<file path="src/rtl/vpu_pkg.sv">
// Shared types for the accumulator drain path: drain FSM states and the tagged result word.
package vpu_pkg;
  localparam int VPU_ACC_WIDTH  = 32;
  localparam int VPU_ADDR_WIDTH = 3;

  typedef enum logic [1:0] {IDLE, ISSUE, FLUSH, DONE} drain_state_t;

  typedef struct packed {
    logic [VPU_ACC_WIDTH-1:0]  data;
    logic [VPU_ADDR_WIDTH-1:0] row;
    logic [VPU_ADDR_WIDTH-1:0] col;
    logic                      last;
  } acc_word_t;
endpackage

</file>
<file path="src/rtl/sync_fifo_fwft.sv">
// First-word-fall-through FIFO: dout_o shows the head whenever count_o is non-zero.
// Push and pop in the same cycle are legal even when full; the caller guarantees no overflow.
module sync_fifo_fwft
  import vpu_pkg::*;
#(
  parameter type T     = acc_word_t,
  parameter int  DEPTH = 4
)(
  input  logic                         clk,
  input  logic                         rst,
  input  logic                         push_i,
  input  T                             din_i,
  input  logic                         pop_i,
  output T                             dout_o,
  output logic                         full_o,
  output logic                         empty_o,
  output logic [$clog2(DEPTH+1)-1:0]   count_o
);
  localparam int PW = (DEPTH > 1) ? $clog2(DEPTH) : 1;
  localparam int CW = $clog2(DEPTH + 1);

  T              mem_q [DEPTH];
  logic [PW-1:0] wptr_q, rptr_q;
  logic [CW-1:0] count_q;

  function automatic logic [PW-1:0] ptr_inc(input logic [PW-1:0] p);
    return (p == PW'(DEPTH - 1)) ? '0 : p + 1'b1;
  endfunction

  always_ff @(posedge clk) begin
    if (push_i) mem_q[wptr_q] <= din_i;
  end

  always_ff @(posedge clk or negedge rst) begin
    if (!rst) begin
      wptr_q  <= '0;
      rptr_q  <= '0;
      count_q <= '0;
    end else begin
      if (push_i) wptr_q <= ptr_inc(wptr_q);
      if (pop_i)  rptr_q <= ptr_inc(rptr_q);
      count_q <= count_q + CW'(push_i) - CW'(pop_i);
    end
  end

  assign dout_o  = mem_q[rptr_q];
  assign empty_o = (count_q == '0);
  assign full_o  = (count_q == CW'(DEPTH));
  assign count_o = count_q;
endmodule

</file>
<file path="src/rtl/acc_drain_reader.sv">
// Sweeps the accumulator bank once per start and streams each word out with row/col/last tags.
// Issue is credit-gated so every outstanding read already owns a FIFO slot when acc_in arrives.
module acc_drain_reader
  import vpu_pkg::*;
#(
  parameter int MATRIX_SIZE    = 8,
  parameter int ACC_WIDTH      = 32,
  parameter int ACC_ADDR_WIDTH = $clog2(MATRIX_SIZE*MATRIX_SIZE),
  parameter int ADDR_WIDTH     = $clog2(MATRIX_SIZE),
  parameter int READ_LATENCY   = 1,
  parameter int FIFO_DEPTH     = 4
)(
  input  logic                      clk,
  input  logic                      rst,
  input  logic                      start,
  input  logic                      clear_acc,
  output logic                      busy,
  output logic                      done,
  output logic [ACC_ADDR_WIDTH-1:0] addr_acc,
  input  logic [ACC_WIDTH-1:0]      acc_in,
  output logic                      acc_rst,
  output logic                      out_valid,
  input  logic                      out_ready,
  output logic [ACC_WIDTH-1:0]      out_data,
  output logic [ADDR_WIDTH-1:0]     out_row,
  output logic [ADDR_WIDTH-1:0]     out_col,
  output logic                      out_last
);
  localparam int NWORDS = MATRIX_SIZE * MATRIX_SIZE;
  localparam int CW     = $clog2(FIFO_DEPTH + 1);
  localparam int CNTW   = ACC_ADDR_WIDTH + 1;
  localparam bit POW2   = (MATRIX_SIZE & (MATRIX_SIZE - 1)) == 0;

  typedef struct packed {
    logic [ACC_WIDTH-1:0]  data;
    logic [ADDR_WIDTH-1:0] row;
    logic [ADDR_WIDTH-1:0] col;
    logic                  last;
  } word_t;

  typedef struct packed {
    logic [ADDR_WIDTH-1:0] row;
    logic [ADDR_WIDTH-1:0] col;
    logic                  last;
  } tag_t;

  drain_state_t              state_q, state_d;
  logic [CNTW-1:0]           issue_cnt_q, issue_cnt_d;
  logic [ACC_ADDR_WIDTH-1:0] last_addr_q;
  logic                      clr_q, clr_d;
  logic                      start_ok, issue_fire, issue_last, pop;
  logic [ADDR_WIDTH-1:0]     tag_row, tag_col;
  tag_t                      issue_tag, cap_tag;
  logic                      cap_vld;
  logic [CW-1:0]             inflight, fifo_cnt;
  logic                      fifo_full, fifo_empty;
  word_t                     fifo_din, fifo_dout;

  assign start_ok   = (state_q == IDLE) && start;
  assign pop        = out_valid && out_ready;
  assign issue_last = (issue_cnt_q == CNTW'(NWORDS - 1));
  // Counting a same-cycle pop as a free slot is what sustains 1 word/clk at the minimum depth.
  assign issue_fire = (state_q == ISSUE) &&
                      ((int'(inflight) + int'(fifo_cnt) - int'(pop)) < FIFO_DEPTH);
  assign addr_acc   = issue_fire ? issue_cnt_q[ACC_ADDR_WIDTH-1:0] : last_addr_q;
  assign issue_tag  = '{row: tag_row, col: tag_col, last: issue_last};

  if (POW2) begin : g_shift_tag
    assign tag_row = ADDR_WIDTH'(issue_cnt_q >> ADDR_WIDTH);
    assign tag_col = issue_cnt_q[ADDR_WIDTH-1:0];
  end else begin : g_cnt_tag
    logic [ADDR_WIDTH-1:0] row_q, col_q;
    always_ff @(posedge clk or negedge rst) begin
      if (!rst) begin
        row_q <= '0;
        col_q <= '0;
      end else if (start_ok) begin
        row_q <= '0;
        col_q <= '0;
      end else if (issue_fire) begin
        if (col_q == ADDR_WIDTH'(MATRIX_SIZE - 1)) begin
          col_q <= '0;
          row_q <= row_q + 1'b1;
        end else begin
          col_q <= col_q + 1'b1;
        end
      end
    end
    assign tag_row = row_q;
    assign tag_col = col_q;
  end

  if (READ_LATENCY == 0) begin : g_rl0
    assign cap_vld  = issue_fire;
    assign cap_tag  = issue_tag;
    assign inflight = '0;
  end else begin : g_tag_pipe
    logic [READ_LATENCY-1:0] vld_q;
    tag_t [READ_LATENCY-1:0] tag_q;
    always_ff @(posedge clk or negedge rst) begin
      if (!rst) begin
        vld_q <= '0;
        tag_q <= '0;
      end else begin
        vld_q[0] <= issue_fire;
        tag_q[0] <= issue_tag;
        for (int i = 1; i < READ_LATENCY; i++) begin
          vld_q[i] <= vld_q[i-1];
          tag_q[i] <= tag_q[i-1];
        end
      end
    end
    assign cap_vld  = vld_q[READ_LATENCY-1];
    assign cap_tag  = tag_q[READ_LATENCY-1];
    assign inflight = CW'($countones(vld_q));
  end

  assign fifo_din = '{data: acc_in, row: cap_tag.row, col: cap_tag.col, last: cap_tag.last};

  sync_fifo_fwft #(.T(word_t), .DEPTH(FIFO_DEPTH)) u_fifo (
    .clk     (clk),
    .rst     (rst),
    .push_i  (cap_vld),
    .din_i   (fifo_din),
    .pop_i   (pop),
    .dout_o  (fifo_dout),
    .full_o  (fifo_full),
    .empty_o (fifo_empty),
    .count_o (fifo_cnt)
  );

  assert property (@(posedge clk) disable iff (!rst) !(fifo_full && cap_vld && !pop));

  assign out_valid = !fifo_empty;
  assign out_data  = out_valid ? fifo_dout.data : '0;
  assign out_row   = out_valid ? fifo_dout.row  : '0;
  assign out_col   = out_valid ? fifo_dout.col  : '0;
  assign out_last  = out_valid && fifo_dout.last;

  // Popping the last-tagged word means the pipe and FIFO are both drained from the next cycle.
  always_comb begin
    state_d     = state_q;
    issue_cnt_d = issue_cnt_q;
    clr_d       = clr_q;
    unique case (state_q)
      IDLE: begin
        if (start_ok) begin
          state_d     = ISSUE;
          issue_cnt_d = '0;
          clr_d       = clear_acc;
        end
      end
      ISSUE: begin
        if (issue_fire) issue_cnt_d = issue_cnt_q + 1'b1;
        if (issue_fire && issue_last) state_d = FLUSH;
      end
      FLUSH: if (pop && fifo_dout.last) state_d = DONE;
      DONE: begin
        state_d = IDLE;
        clr_d   = 1'b0;
      end
      default: state_d = IDLE;
    endcase
  end

  always_ff @(posedge clk or negedge rst) begin
    if (!rst) begin
      state_q     <= IDLE;
      issue_cnt_q <= '0;
      last_addr_q <= '0;
      clr_q       <= 1'b0;
    end else begin
      state_q     <= state_d;
      issue_cnt_q <= issue_cnt_d;
      clr_q       <= clr_d;
      if (issue_fire) last_addr_q <= issue_cnt_q[ACC_ADDR_WIDTH-1:0];
    end
  end

  assign busy    = (state_q != IDLE);
  assign done    = (state_q == DONE);
  assign acc_rst = done && clr_q;
endmodule

</file>
<file path="config.mk">
export PLATFORM = sky130hd
export DESIGN_NAME = acc_drain_reader
export DESIGN_NICKNAME = d
export VERILOG_FILES = /design/src/rtl/vpu_pkg.sv /design/src/rtl/sync_fifo_fwft.sv /design/src/rtl/acc_drain_reader.sv
export SDC_FILE = /design/constraint.sdc
export NUM_CORES = 1
export LEC_CHECK = 0
export BUFFER_PORTS_ARGS = -buffer_cell sky130_fd_sc_hd__buf_2
export CAP_MARGIN = 40
export CORE_AREA = 2 2 127 129
export CTS_CLUSTER_DIAMETER = 30
export DETAILED_ROUTE_END_ITERATION = 8
export DIE_AREA = 0 0 129 131
export PLACE_DENSITY = 0.78
export SLEW_MARGIN = 5
export SYNTH_ARGS = -nofsm -noshare
export SYNTH_HDL_FRONTEND = slang
export SYNTH_HIERARCHICAL = 1
export SYNTH_SLANG_ARGS = --single-unit
export TNS_END_PERCENT = 50
</file>
<file path="constraint.sdc">
create_clock -name clk -period 3 [get_ports clk]
set_input_delay 0.15 -clock clk [delete_from_list [all_inputs] [get_ports clk]]
set_output_delay 0.15 -clock clk [all_outputs]
set_load 0.01 [all_outputs]
</file>
### Word level (Yosys, flattened, before mapping)

Memory sizes are Yosys's and may differ from the RTL's.
Index checks and enable logic that the tools add are counted.

| word-level totals | value |
|---|---|
| bits in registers | 31 |
| bits in writable memories | 156 |
| input bits | 37 |
| output and inout port bits | 49 |
| word-level logic and storage cells | 63 |
| memories | 1 |

Memory list:

| name | depth | bits a word | rd ports | clocked after Yosys merged registers in | wr ports | line | text |
|---|---|---|---|---|---|---|---|
| u_fifo.mem_q | 4 | 39 | 1 | 0 | 1 | sync_fifo_fwft.sv:22 | `T mem_q [DEPTH];` |

| operators by class | value |
|---|---|
| $add $sub $neg | 7 |
| magnitude comparators | 1 |
| equality and inequality tests | 10 |
| mux-type cells | 17 |
| reductions and logical operators | 16 |

Operator list:

| kind | count |
|---|---|
| $mux W32 | 1 |
| $mux W7 | 2 |
| $pmux W7 S2 | 1 |
| $mux W2 | 5 |
| $eq A2 B2 Y1 const B | 4 |
| $pmux W2 S4 | 1 |
| $add A7 B1 Y7 const B | 1 |
| $eq A7 B6 Y1 const B | 1 |
| $logic_and A1 B1 Y1 | 7 |
| $mux W3 | 2 |
| $mux W6 | 1 |
| $ne A2 B2 Y1 const B | 3 |
| $reduce_and A3 Y1 | 2 |
| $reduce_bool A2 Y1 | 3 |
| $lt A5 B4 Y1 const B | 1 |
| $sub A4 B1 Y5 | 1 |
| $add A1 B3 Y4 | 1 |
| $add A2 B1 Y2 const B | 2 |
| $add A3 B1 Y3 | 1 |
| $logic_not A3 Y1 | 1 |
| $mux W1 | 3 |
| $sub A3 B1 Y3 | 1 |
| $eq A2 B1 Y1 const B | 1 |
| $logic_not A2 Y1 | 1 |
| other kinds (4) | 4 |

### Depth between registers and ports, before layout

| logic depth | value |
|---|---|
| word-level depth | 9 |
| depth in mapped cells | 10 |

### Modules after synthesis

The synthesis kept the hierarchy.

By module, submodules not included:

| module | times used | cells an instance | area each (um^2) | seq. area each (um^2) |
|---|---|---|---|---|
| sync_fifo_fwft | 1 | 240 | 6,085.8 | 4,859.7 |
| acc_drain_reader | 1 | 170 | 1,571.5 | 600.6 |

### Least setup slack after synthesis

Ideal clock, no wire load.

| timing path | value |
|---|---|
| kind | flip-flop to output port |
| start point | register u_fifo.count_q[1] (netlist: u_fifo/count_o[1]) |
| end point | output port addr_acc[0] |
| arrival time | 2.767 ns |
| setup slack | 0.083 ns |
| cell stages (with the launch flop) | 11 |
| cells stage by stage | dfrtp_1 nor3_1 nor2b_4 or2b_1 ha_1 a31o_4 mux2i_1 a221o_2 buf_2 nand2_2 mux2_1 |

| between the ends | value |
|---|---|
| longest elaborated chain between the ends | 7 |

Ends and longest elaborated chain:

| what | line | text |
|---|---|---|
| start, declared | sync_fifo_fwft.sv:24 | `logic [CW-1:0] count_q;` |
| start signal, assigned | sync_fifo_fwft.sv:42 | `count_q <= count_q + CW'(push_i) - CW'(pop_i);` |
| $logic_not A3 Y1 | sync_fifo_fwft.sv:47 | `assign empty_o = (count_q == '0);` |
| named net fifo_empty | acc_drain_reader.sv:56 | `logic fifo_full, fifo_empty;` |
| $logic_not A1 Y1 | acc_drain_reader.sv:134 | `assign out_valid = !fifo_empty;` |
| $logic_and A1 B1 Y1 | acc_drain_reader.sv:60 | `assign pop = out_valid && out_ready;` |
| named net pop | acc_drain_reader.sv:51 | `logic start_ok, issue_fire, issue_last, pop;` |
| $sub A4 B1 Y5 | acc_drain_reader.sv:64 | `((int'(inflight) + int'(fifo_cnt) - int'(pop)) < FIFO_DEPTH);` |
| $lt A5 B4 Y1 | acc_drain_reader.sv:64 |  |
| $logic_and A1 B1 Y1 | acc_drain_reader.sv:63 | `assign issue_fire = (state_q == ISSUE) &&` |
| $mux W6 | - |  |
| end, declared | acc_drain_reader.sv:19 | `output logic [ACC_ADDR_WIDTH-1:0] addr_acc,` |

The timed path passes the listed nets, and every way through them passes these cells.

### Worst setup path in the final report

Ends and elaborated chain as after synthesis.

==> reports/results.tsv <==
stage	metric	value	unit
floorplan	die_w	129	um
clocking	htree_num_levels	4	
route	viasPerCell	5.33	
run	cap_violations	0	
sta	fmax	324	MHz
grt	grt_pass1_vias	4505	
route	wl	14.7	mm
floorplan	core_area	15600	um^2
power	swShare	31.7	%
sta	finalClockSkew	0.00593	ns
min_path	min_path_type	primary input to flip-flop	
route	via_count	4150	
sta	worst_slack	-0.0853	ns
clocking	clk_latency	0.43	ns
setup_path	critPathMaxFanout	7	
grt	overflow	0	
power	p_leak	3.52	nW
sta	grt_setup_unrepaired	true	
synthesis	syn-instance-count	409	
floorplan	die_area	16900	um^2
power	p_clk_share	25.2	%
clocking	clkSinkCount	187	
clocking	path_clk_slew	0.07	ns
synthesis	synth_area_per_cell	18.7	um^2
sta	tightest_slew	0.684	ns
outcome	status	complete, but fails checks	
setup_path	crit_required	2.85	ns
place	portBuffers	85	
sta	finalHoldViolations	0	
power	p_int	6.06	mW
place	hpwl	9.34	mm
sta	period_needed	3.09	ns
place	gp_congestion	0.811	
clocking	cts_tree	built	
sta	drv_slew	0	
sta	relSlewSlack	54.4	%
floorplan	io_pins	86	
power	power_density	949	nW/um^2
clocking	clk_path_buf_depth	2	
route	drtPass1Iterations	4	
layout	final_cell_area	9350	um^2
place	dp_slack	0.159	ns
clocking	clockRootBuffer	clkbuf_16	
synthesis	ys_warn_count	6	
route	wl_per_cell	18.9	um
clocking	numCtsBuffers	17	
sta	setup_viol	5	
route	drc	0	
power	p_switching	2.81	mW
setup_path	crit_path_start_kind	flip-flop	
layout	layout-drive-gt1-share	35.3	%
sta	finalHoldWorstSlack	0.0892	ns
power	p_comb_share	36.0	%
floorplan	die_y	131	um
power	ir_drop	640	uV
grt	antenna_found_initial	0	
setup_path	worstSetupPathType	flip-flop to output port	
grt	grt_pass1_wl	23.2	mm
outcome	violations	negative setup slack	
layout	diodes	0	
floorplan	rows	46	
sta	period_share	103	%
place	dpl_cell_area	8310	um^2
setup_path	crit_arrival	2.94	ns
route	drt_iter0_drc	308	
grt	track_usage	18.7	%
layout	nNetsFinal	604	
synthesis	synthesis.nets	463	
synthesis	synth.cell_area	7650	um^2
floorplan	start_util	49.1	%
grt	grt_max_degree	41	
layout	fin_util	59.9	%
power	pwr-share-seq	38.8	%
layout	area_delta_synth_final	22.2	%
setup_path	cp-end-kind	output port	
route	detail-route-antenna-nets	0	
## path summary, 6_finish.rpt
check                                   from                to  slack [ns]  cells past startpoint
min in group asynchronous                rst    issue_cnt_q[2]        0.29                      2
hold / removal                     clear_acc             clr_q        0.09                      5
hold reg to reg               issue_cnt_q[5]        cap_tag[6]        0.45                      0
max in group asynchronous                rst  u_fifo/rptr_q[0]        2.22                      2
setup / recovery           u_fifo/count_o[1]       addr_acc[0]       -0.09                     10
setup reg to reg           u_fifo/count_o[1]    last_addr_q[3]        0.40                     10
## state kept, by name (all words and copies together) (netlist names), 2 cells and up
signal	count
state_q	2
u_fifo/rptr_q	2
issue_cnt_q	7
u_fifo/wptr_q	2
u_fifo/count_o	3
u_fifo/mem_q	156
last_addr_q	6
cap_tag	7
## per-layer routing
metal  global-route usage [%]  wire length, um
met5                        0                0
met3                     4.07              599
met1                     22.3             6050
met2                     33.3             7780
met4                     7.61              296
## metrics by stage
step / power, mW / setup TNS (ns) / cells
2_1_floorplan: 5.60 / 0 / 409
3_3_place_gp: 6.37 / 0 / 706
3_5_place_dp: 6.51 / 0 / 706
4_1_cts: 8.93 / -0.573 / 778
5_1_grt: 9.34 / -0.847 / 779
6_report: 8.87 / -0.413 / 779
## cell type report
type	instances	area (um^2)
fill	1146	6250
sequential	187	5460
tap	216	270
clock inverter	12	149
inverter	17	63.8
multi-input combinational	188	2040
clock buffer	20	447
timing repair buffer	139	913
## critical path: stages, from the launching register on
cell,delay (ns)
dfrtp_1,0.41
nor3_4,0.24
nor2b_4,0.06
or2b_1,0.16
ha_1,0.23
a31o_4,0.25
mux2i_2,0.18
a221o_2,0.38
nand2_4,0.14
mux2_4,0.32
buf_2,0.14
## power groups by stage
stage / clock [mW] / combinational (mW) / sequential, mW
floorplan: 0 / 2.20 / 3.40
global placement: 0 / 2.91 / 3.46
detailed placement: 0 / 3.01 / 3.50
CTS: 2.27 / 3.22 / 3.44
global route: 2.36 / 3.50 / 3.48
finish: 2.24 / 3.20 / 3.44
## timing repair
action | 4_1_cts | 5_1_grt
gates resized for setup | 11 | 2
hold endpoints to repair | 159 | 0
hold buffers | 33 | 0
buffers inserted | 7 | 1
gates cloned | 0 | 0
pin swaps | 2 | 3
setup endpoints to repair | 6 | 6
## cell usage in the layout (no fill, tap or decap), types with 2 or more instances in the layout
cell / n
nand3_1: 5
clkbuf_1: 2
mux2i_1: 2
ha_1: 16
dfrtp_2: 3
edfxtp_1: 156
nand2_1: 15
bufinv_16: 3
clkinvlp_4: 4
clkinv_2: 4
a21oi_1: 4
mux4_2: 38
dfrtp_1: 28
clkbuf_16: 17
mux2_2: 2
nand2b_1: 2
and3_1: 3
and2_2: 4
o21ai_1: 2
nor3_1: 3
nor2b_1: 39
o21a_1: 2
mux2_4: 5
buf_2: 85
nor2_1: 7
buf_4: 21
nand4_1: 2
dlygate4sd3_1: 33
inv_1: 17
o21ai_0: 7
Note: power is estimated with default switching activity, not from simulation.
